==> src/rtl/pipe_ctrl_pkg.sv <==
// Shared types for the 5-stage pipeline control: FSM states, forward selects,
// register index type.
package pipe_ctrl_pkg;

  localparam int unsigned REG_IDX_W = 5;

  typedef logic [REG_IDX_W-1:0] reg_idx_t;

  typedef enum logic [1:0] {
    RUN       = 2'd0,
    IMEM_WAIT = 2'd1,
    DMEM_WAIT = 2'd2,
    BUBBLE    = 2'd3
  } ctrl_state_e;

  typedef enum logic [1:0] {
    FWD_RF  = 2'b00,
    FWD_MEM = 2'b01,
    FWD_WB  = 2'b10
  } fwd_sel_e;

endpackage

==> src/rtl/hazard_stall_ctrl_fwd_unit.sv <==
// EX operand forwarding select for one source operand.
//   i_src         : source register of the EX instruction
//   i_mem_rd/_we  : destination / write enable of the MEM-stage instruction
//   i_wb_rd/_we   : destination / write enable of the WB-stage instruction
//   o_sel         : FWD_MEM, FWD_WB or FWD_RF (MEM has priority, x0 never forwarded)
module fwd_unit
  import pipe_ctrl_pkg::*;
(
  input  reg_idx_t i_src,
  input  reg_idx_t i_mem_rd,
  input  logic     i_mem_we,
  input  reg_idx_t i_wb_rd,
  input  logic     i_wb_we,
  output fwd_sel_e o_sel
);

  logic w_mem_hit;
  logic w_wb_hit;

  assign w_mem_hit = i_mem_we && (i_mem_rd != reg_idx_t'(0)) && (i_mem_rd == i_src);
  assign w_wb_hit  = i_wb_we  && (i_wb_rd  != reg_idx_t'(0)) && (i_wb_rd  == i_src);

  always_comb begin
    o_sel = FWD_RF;
    if (w_mem_hit) begin
      o_sel = FWD_MEM;
    end else if (w_wb_hit) begin
      o_sel = FWD_WB;
    end
  end

endmodule

==> src/rtl/hazard_stall_ctrl.sv <==
// Central pipeline control for the 5-stage core.
//   Inputs : cache request/response handshakes, ID/EX/MEM/WB register indices,
//            write-back enables, EX mispredict, stall counter clear.
//   Outputs: per-stage load enables, ID/EX flushes, MEM_EX_rdata_hazard,
//            EX forward selects, debug FSM state, saturating stall-cycle count.
// Load/flush/forward outputs are combinational from this cycle's inputs so a
// cache response releases the stall in the same cycle.
module hazard_stall_ctrl
  import pipe_ctrl_pkg::*;
#(
  parameter int unsigned STALL_CNT_W = 32
) (
  input  logic                   clk,
  input  logic                   reset,
  input  logic                   IF_mem_read,
  input  logic                   IF_mem_resp,
  input  logic                   MEM_mem_read,
  input  logic                   MEM_mem_write,
  input  logic                   MEM_mem_resp,
  input  logic [REG_IDX_W-1:0]   ID_rs1,
  input  logic [REG_IDX_W-1:0]   ID_rs2,
  input  logic [REG_IDX_W-1:0]   EX_rs1,
  input  logic [REG_IDX_W-1:0]   EX_rs2,
  input  logic [REG_IDX_W-1:0]   EX_rd,
  input  logic                   EX_mem_read,
  input  logic [REG_IDX_W-1:0]   MEM_rd,
  input  logic [REG_IDX_W-1:0]   WB_rd,
  input  logic                   MEM_regwrite,
  input  logic                   WB_regwrite,
  input  logic                   EX_mispredict,
  input  logic                   stall_clr,
  output logic                   IF_load,
  output logic                   ID_load,
  output logic                   EX_load,
  output logic                   MEM_load,
  output logic                   WB_load,
  output logic                   flush_ID,
  output logic                   flush_EX,
  output logic                   MEM_EX_rdata_hazard,
  output logic [1:0]             fwd_a_sel,
  output logic [1:0]             fwd_b_sel,
  output logic [1:0]             state,
  output logic [STALL_CNT_W-1:0] stall_cycles
);

  ctrl_state_e            r_state;
  ctrl_state_e            w_state_nxt;
  logic [STALL_CNT_W-1:0] r_stall_cycles;

  logic     w_dstall;
  logic     w_istall;
  logic     w_luse;
  logic     w_any_stall;
  fwd_sel_e w_fwd_a;
  fwd_sel_e w_fwd_b;

  // Hazard terms from this cycle's inputs
  assign w_dstall = (MEM_mem_read || MEM_mem_write) && !MEM_mem_resp;
  assign w_istall = IF_mem_read && !IF_mem_resp;
  assign w_luse   = EX_mem_read && (EX_rd != REG_IDX_W'(0)) &&
                    ((EX_rd == ID_rs1) || (EX_rd == ID_rs2));

  // Load/flush decode; priority dstall > istall > mispredict > load-use
  always_comb begin
    IF_load  = 1'b1;
    ID_load  = 1'b1;
    EX_load  = 1'b1;
    MEM_load = 1'b1;
    WB_load  = 1'b1;
    flush_ID = 1'b0;
    flush_EX = 1'b0;
    if (!reset || w_dstall || w_istall) begin
      // Whole pipe freezes; a pending mispredict stays visible on the frozen
      // EX instruction and is flushed on the first unstalled cycle.
      IF_load  = 1'b0;
      ID_load  = 1'b0;
      EX_load  = 1'b0;
      MEM_load = 1'b0;
      WB_load  = 1'b0;
    end else if (EX_mispredict) begin
      flush_ID = 1'b1;
      flush_EX = 1'b1;
    end else if (w_luse) begin
      IF_load  = 1'b0;
      ID_load  = 1'b0;
      flush_EX = 1'b1;
    end
  end

  assign MEM_EX_rdata_hazard = reset && !EX_load;
  assign w_any_stall = !(IF_load && ID_load && EX_load && MEM_load && WB_load);

  // Next state follows the same priority as the decode above
  always_comb begin
    w_state_nxt = RUN;
    if (w_dstall) begin
      w_state_nxt = DMEM_WAIT;
    end else if (w_istall) begin
      w_state_nxt = IMEM_WAIT;
    end else if (EX_mispredict) begin
      w_state_nxt = RUN;
    end else if (w_luse) begin
      w_state_nxt = BUBBLE;
    end
  end

  // State register and saturating stall counter (clear beats increment)
  always_ff @(posedge clk or negedge reset) begin
    if (!reset) begin
      r_state        <= RUN;
      r_stall_cycles <= '0;
    end else begin
      r_state <= w_state_nxt;
      if (stall_clr) begin
        r_stall_cycles <= '0;
      end else if (w_any_stall && (r_stall_cycles != {STALL_CNT_W{1'b1}})) begin
        r_stall_cycles <= r_stall_cycles + STALL_CNT_W'(1);
      end
    end
  end

  assign state        = r_state;
  assign stall_cycles = r_stall_cycles;

  fwd_unit u_fwd_a (
    .i_src    (EX_rs1),
    .i_mem_rd (MEM_rd),
    .i_mem_we (MEM_regwrite),
    .i_wb_rd  (WB_rd),
    .i_wb_we  (WB_regwrite),
    .o_sel    (w_fwd_a)
  );

  fwd_unit u_fwd_b (
    .i_src    (EX_rs2),
    .i_mem_rd (MEM_rd),
    .i_mem_we (MEM_regwrite),
    .i_wb_rd  (WB_rd),
    .i_wb_we  (WB_regwrite),
    .o_sel    (w_fwd_b)
  );

  // Reset forces the selects to the register file
  assign fwd_a_sel = reset ? 2'(w_fwd_a) : 2'b00;
  assign fwd_b_sel = reset ? 2'(w_fwd_b) : 2'b00;

endmodule

==> config.mk <==
export PLATFORM = sky130hd
export DESIGN_NAME = hazard_stall_ctrl
export DESIGN_NICKNAME = d
export VERILOG_FILES = /design/src/rtl/pipe_ctrl_pkg.sv /design/src/rtl/hazard_stall_ctrl_fwd_unit.sv /design/src/rtl/hazard_stall_ctrl.sv
export SDC_FILE = /design/constraint.sdc
export NUM_CORES = 1
export LEC_CHECK = 0
export CORE_MARGIN = 2
export CORE_UTILIZATION = 39
export CTS_CLUSTER_DIAMETER = 80
export DETAILED_ROUTE_END_ITERATION = 8
export GPL_TIMING_DRIVEN = 0
export PLACE_DENSITY = 0.73
export SLEW_MARGIN = 30
export SYNTH_ARGS = -nofsm -noshare
export SYNTH_HDL_FRONTEND = slang
export SYNTH_SLANG_ARGS = --single-unit
==> constraint.sdc <==
create_clock -name clk -period 2.4 [get_ports clk]
set_clock_uncertainty 0.05 [all_clocks]
set_input_delay 0.48 -clock clk [delete_from_list [all_inputs] [get_ports clk]]
set_output_delay 0.48 -clock clk [all_outputs]
set_load 0.01 [all_outputs]
==> flow_metrics.py <==
metrics = {
    "floorplanning": {
        "fp-row-count": 27,
        "start_util_pct": 40.9,
        "ios": 93,
        "coreArea_mm2": 0.00561,
        "die_y_um": 80.7,
        "die-area_mm2": 0.00652,
        "die_w_um": 80.7,
    },
    "global_route": {
        "grt_use_total_pct": 21.5,
        "grt_max_degree": 23,
        "grt_pass1_vias": 2261,
        "grt_pass1_wl_um": 11000,
        "overflow": 0,
        "antenna_found_initial": 0,
    },
    "detailed_routing": {
        "wl_um": 6670,
        "dr.first_iter.drc_count": 121,
        "first_pass_iters": 4,
        "via_per_inst": 5.20,
        "wl_per_cell_um": 14.7,
        "postRouteAntennaNets": 0,
        "vias": 2360,
        "drc": 0,
    },
    "placement": {
        "gp_congestion": 0.823,
        "place_hpwl_um": 4860,
        "port-buffer-count": 91,
        "place_ws_ps": -1080,
    },
    "synthesis": {
        "yosys_register_bits": 34,
        "synth_seq_area_share_pct": 37.1,
        "synth.distinct_cells": 40,
        "synth_top_area_cell": "dfrtp_1",
        "yosysWarnings": 0,
        "synthFlopType": "dfrtp_1",
        "netlist_area_mm2": 0.00230,
        "netlist_instances": 269,
        "synthesis.nets": 317,
        "yosysTopAreaCellShare_pct": 37.1,
        "synth_top_cells_by_area": "dfrtp_1 37%, xor2_1 11%, xnor2_1 8.4%",
        "async_flop_share_pct": 100,
        "synth_edf_count": 0,
        "syn_avg_cell_area_um2": 8.54,
    },
    "critical_path": {
        "end_kind": "output pin",
        "worstPathRequired_ps": 1870,
        "r2r_cells": 8,
        "path_max_fanout": 3,
        "crit_type": "in2out",
        "r2r-start": "stall_cycles[25]$_DFFE_PN0P_",
        "startpoint_type": "input pin",
        "cp.arrival_ps": 1870,
        "rrSetupSlack_ps": 100,
        "reg2reg_to": "stall_cycles[21]$_DFFE_PN0P_",
    },
    "pwr": {
        "leakagePower_nw": 1.58,
        "finalPower_mw": 1.39,
        "power_density_mw_per_mm2": 379,
        "peakVddDrop_mv": 0.229,
    },
    "sta": {
        "worstMarginPinSlew_ps": 759,
        "setup_violations": 1,
        "worst_slew_margin_rel_pct": 49.2,
        "slew_viol_final": 0,
        "fin_crit_sh_pct": 100,
        "fin_ws_ps": -0.594,
        "period_needed_ps": 2400,
        "hold_violations": 0,
        "rsz0062_at_grt": "yes",
        "max_freq_ghz": 0.417,
    },
    "min_path": {
        "hold_class": "in2async",
    },
    "cells_and_area": {
        "finalNetCount": 429,
        "fin_util_pct": 65.3,
        "drive_above_1_share_pct": 22.8,
        "antennaDiodeCount": 0,
        "regArea_um2": 856,
        "multi_input_area_mm2": 0.00149,
        "synthToLayoutAreaGrowth_pct": 59.5,
        "fillCellCount": 475,
    },
    "clocking": {
        "clock-sinks": 34,
        "clkTransAtPathRegs_ps": 70,
        "cts_tree": "yes",
        "numCtsBuffers": 5,
        "clock_latency_ps": 290,
        "cts_root_buf": "clkbuf_8",
        "clock_path_buffers": 2,
        "h-tree-depth": 2,
    },
    "status": {
        "violations": "negative setup slack",
        "status": "complete, but fails checks",
    },
    "flow_run": {
        "max_cap_viol_count": 0,
    },
}
per-layer routing:
layer	GRT usage, %	vias to the layer above	wire length (um)
met4	5.93	0	118
li1	-	1160	-
met1	29.2	1129	2920
met2	35.8	59	3350
met5	0	-	0
met3	3.37	12	272
Yosys cell counts, types with 2 or more instances:
| library cell | count |
|---|---|
| a21oi_1 | 13 |
| nor2_1 | 27 |
| xnor2_1 | 22 |
| nand2_1 | 17 |
| nand3_1 | 24 |
| and3_1 | 5 |
| nor3_1 | 5 |
| clkbuf_1 | 7 |
| o31ai_1 | 2 |
| and2_1 | 5 |
| or3_1 | 9 |
| xor2_1 | 28 |
| nand4_1 | 13 |
| or4_1 | 7 |
| buf_4 | 4 |
| inv_1 | 10 |
| dfrtp_1 | 34 |
| nor4_1 | 5 |
| o21ai_0 | 11 |
registers in the layout (all words and copies together), names as in the netlist:
name and count:
stall_cycles 32, state 2
worst max-delay path by stage:
stage	start	end	slack, ps	depth (start not counted)
after detailed placement	EX_rd[4]	IF_load	-1080	9
after global routing	EX_rd[2]	IF_load	-30	8
after CTS	ID_rs1[4]	IF_load	-110	9
after floorplan	EX_rd[4]	IF_load	30	7
after global placement	reset	fwd_a_sel[1]	-1980	5
final	EX_rd[2]	IF_load	-0.6	8
cell families (layout without fill, tap and decap cells):
group,Yosys count,in the layout,synth area share (%)
XOR/XNOR,50,50,19.1
multiplexers,1,1,0.490
AO/OA/AOI/OAI,32,32,7.68
buffers and inverters,23,136,4.74
AND/OR/NAND/NOR,128,128,30.4
adder cells (fa/ha/maj),1,1,0.545
flip-flops,34,34,37.1
power by group:
part	switching [mW]	total [mW]	internal, mW	leakage, nW
combinational	0.130	0.277	0.147	1.06
sequential	0.00807	0.588	0.580	0.464
clock	0.217	0.523	0.306	0.0579
total	0.356	1.39	1.03	1.58
critical path: stages:
cell and delay (ps):
buf_6 100, or4_4 540, o21ai_4 160, nor2_2 60, a21o_1 220, clkbuf_8 160
inv_4 50, buf_6 90
cells in the final DEF, fill, tap and decap left out, types with 4 or more instances in the layout:
cell type / instances
clkbuf_8: 6
o21ai_0: 9
dlymetal6s2s_1: 10
a21oi_1: 11
and3_1: 5
clkbuf_2: 5
xnor2_1: 22
dlygate4sd2_1: 15
nand4_1: 13
clkbuf_1: 4
nand3_1: 20
xor2_1: 27
nand3_2: 5
nand2_1: 16
or3_1: 8
dfrtp_1: 30
buf_2: 10
buf_6: 7
and2_1: 5
clkdlybuf4s50_1: 44
or4_4: 7
inv_1: 8
nor3_1: 4
nor2_1: 26
buf_4: 15
dfrtp_2: 4
what timing repair did:
| action | 4_1_cts | 5_1_grt |
|---|---|---|
| gates resized for setup | 109 | 50 |
| hold buffers | 1 | 0 |
| pin swaps | 18 | 25 |
| buffers inserted | 7 | 7 |
| endpoints found under the setup margin | 34 | 32 |
| endpoints found under the hold margin | 17 | 0 |
| cloned | 0 | 0 |
stage by stage:
step / area, um2 / hold WS (ps) / setup TNS [ps] / instances
3_5_place_dp: 3320 / 410 / -16930 / 433
2_1_floorplan: 2300 / 134 / 0 / 269
4_1_cts: 3510 / 26.7 / -110 / 449
3_3_place_gp: 3300 / 508 / -60140 / 432
6_report: 3660 / 33.3 / -0.594 / 454
5_1_grt: 3660 / 28.1 / -79.7 / 454
layout make-up:
type / instances / area share, %
clock inverter: 3 / 1.09
sequential: 34 / 23.4
buffer: 12 / 2.25
timing repair buffer: 106 / 27.2
tap: 72 / 2.46
inverter: 10 / 1.09
multi-input combinational: 212 / 40.6
clock buffer: 5 / 1.88
Note: power is estimated with default switching activity, not from simulation.
==> RTL edit, RTL diff (same settings) <==
The package constant `REG_IDX_W` goes from 5 to 6.
--- a/src/rtl/pipe_ctrl_pkg.sv
+++ b/src/rtl/pipe_ctrl_pkg.sv
@@ -2,7 +2,7 @@
 // register index type.
 package pipe_ctrl_pkg;
 
-  localparam int unsigned REG_IDX_W = 5;
+  localparam int unsigned REG_IDX_W = 6;
 
   typedef logic [REG_IDX_W-1:0] reg_idx_t;
 
Interface: changed (7 resized); port bits go from 93 to 100. No check against the original RTL was run, so the function may have changed too.
==> RTL edit against the unedited design <==
Synthesized area is 10% higher; worst hold slack lost 2.2 ps; count of clock-buffer cells in the layout up 1; cell count rose by 6.4%; sequential cell count stayed put; combinational power up 19%; utilization down 3.3 points; clock power rose by 3%; maximum frequency grew 0.68%; design area increased by 6.8%; routed wire length up 19%; critical path type unchanged; worst setup slack better by 16 ps; power up 4.7%.
==> RTL edit: results (changes against the unedited design) <==
- Outcome: complete, no violations (was finished with violations)
- Synth Area in Adders: 0.496% (was 0.545%)
- Grt met2 use: 38.8% (was 35.8%)
- Synth Area in Compound Gates: 17.6% (was 7.68%)
- Crit path largest cell delay: 440 ps (was 540 ps)
- Clock-net power: 0.538 mW (was 0.523 mW)
- Synth area leaders: dfrtp_1 34%, xnor2_1 8.3%, or4_1 8.0% (was dfrtp_1 37%, xor2_1 11%, xnor2_1 8.4%)
- Global-route wire length before repair: 13.0 mm (was 11.0 mm)
- Total Nets Final: 460 (was 429)
- Synth cell count leaders: 34 x dfrtp_1, 28 x a21oi_1, 27 x or4_1, 25 x o31ai_1, 24 x xnor2_1 (was 34 x dfrtp_1, 28 x xor2_1, 27 x nor2_1, 24 x nand3_1, 22 x xnor2_1)
- # Post-CTS Setup Buffers: 9 (was 7)
- # setup viols final: 0 (was 1)
- IO Port Bufs: 98 (was 91)
- Vias: 2767 (was 2360)
- Met1 wire length: 3.13 mm (was 2.92 mm)
- Met3 Wirelength: 513 µm (was 272 µm)
- Number of DRC markers in iteration 0: 169 (was 121)
- Period utilisation layout: 99.3% (was 100%)
- Comb pwr share: 22.7% (was 20.0%)
- Register area share after synthesis: 33.7% (was 37.1%)
- Critical Path Sink: fwd_b_sel[1] (was IF_load)
- Syn nets: 342 (was 317)
- Synth unique cells: 38 (was 40)
- Layout cells sized above 1: 21.9% (was 22.8%)
- GR Util met3: 4.13% (was 3.37%)
- Xor/xnor share of the synthesized area: 12.5% (was 19.1%)
- Mux share of post-synthesis cell area: 1.34% (was 0.490%)
## RTL edit: cell types whose count changed after synthesis, moves of 6 or more
cell	delta
o21ai_0	-7
or4_1	+20
o31ai_1	+23
xor2_1	-16
a21oi_1	+15
nand3_1	-12
or3_1	-6
nor2_1	-16
buf_2	+8
inv_1	-7
## RTL edit: stage by stage
stage               instances  power [mW]  hold WS, ps  setup TNS, ps  utilization, %
floorplan                 287       0.727          134              0               -
global placement          462       0.903          501         -73430            57.1
detailed placement        463       0.912          391         -16820            57.4
CTS                       480        1.45         77.6           -117            60.4
global route              483        1.50         44.0           -280            62.0
finish                    483        1.45         31.1              0            62.0
## RTL edit: area by class of cell
| class | count | area [µm²] |
|---|---|---|
| Multi-Input combinational cell | 228 | 1680 |
| Inverter | 3 | 13.8 |
| Buffer | 21 | 130 |
| Sequential cell | 34 | 851 |
| Fill cell | 575 | 2400 |
| Timing Repair Buffer | 112 | 1030 |
| Clock buffer | 6 | 72.6 |
| Clock inverter | 2 | 37.5 |
| Tap cell | 77 | 96.3 |
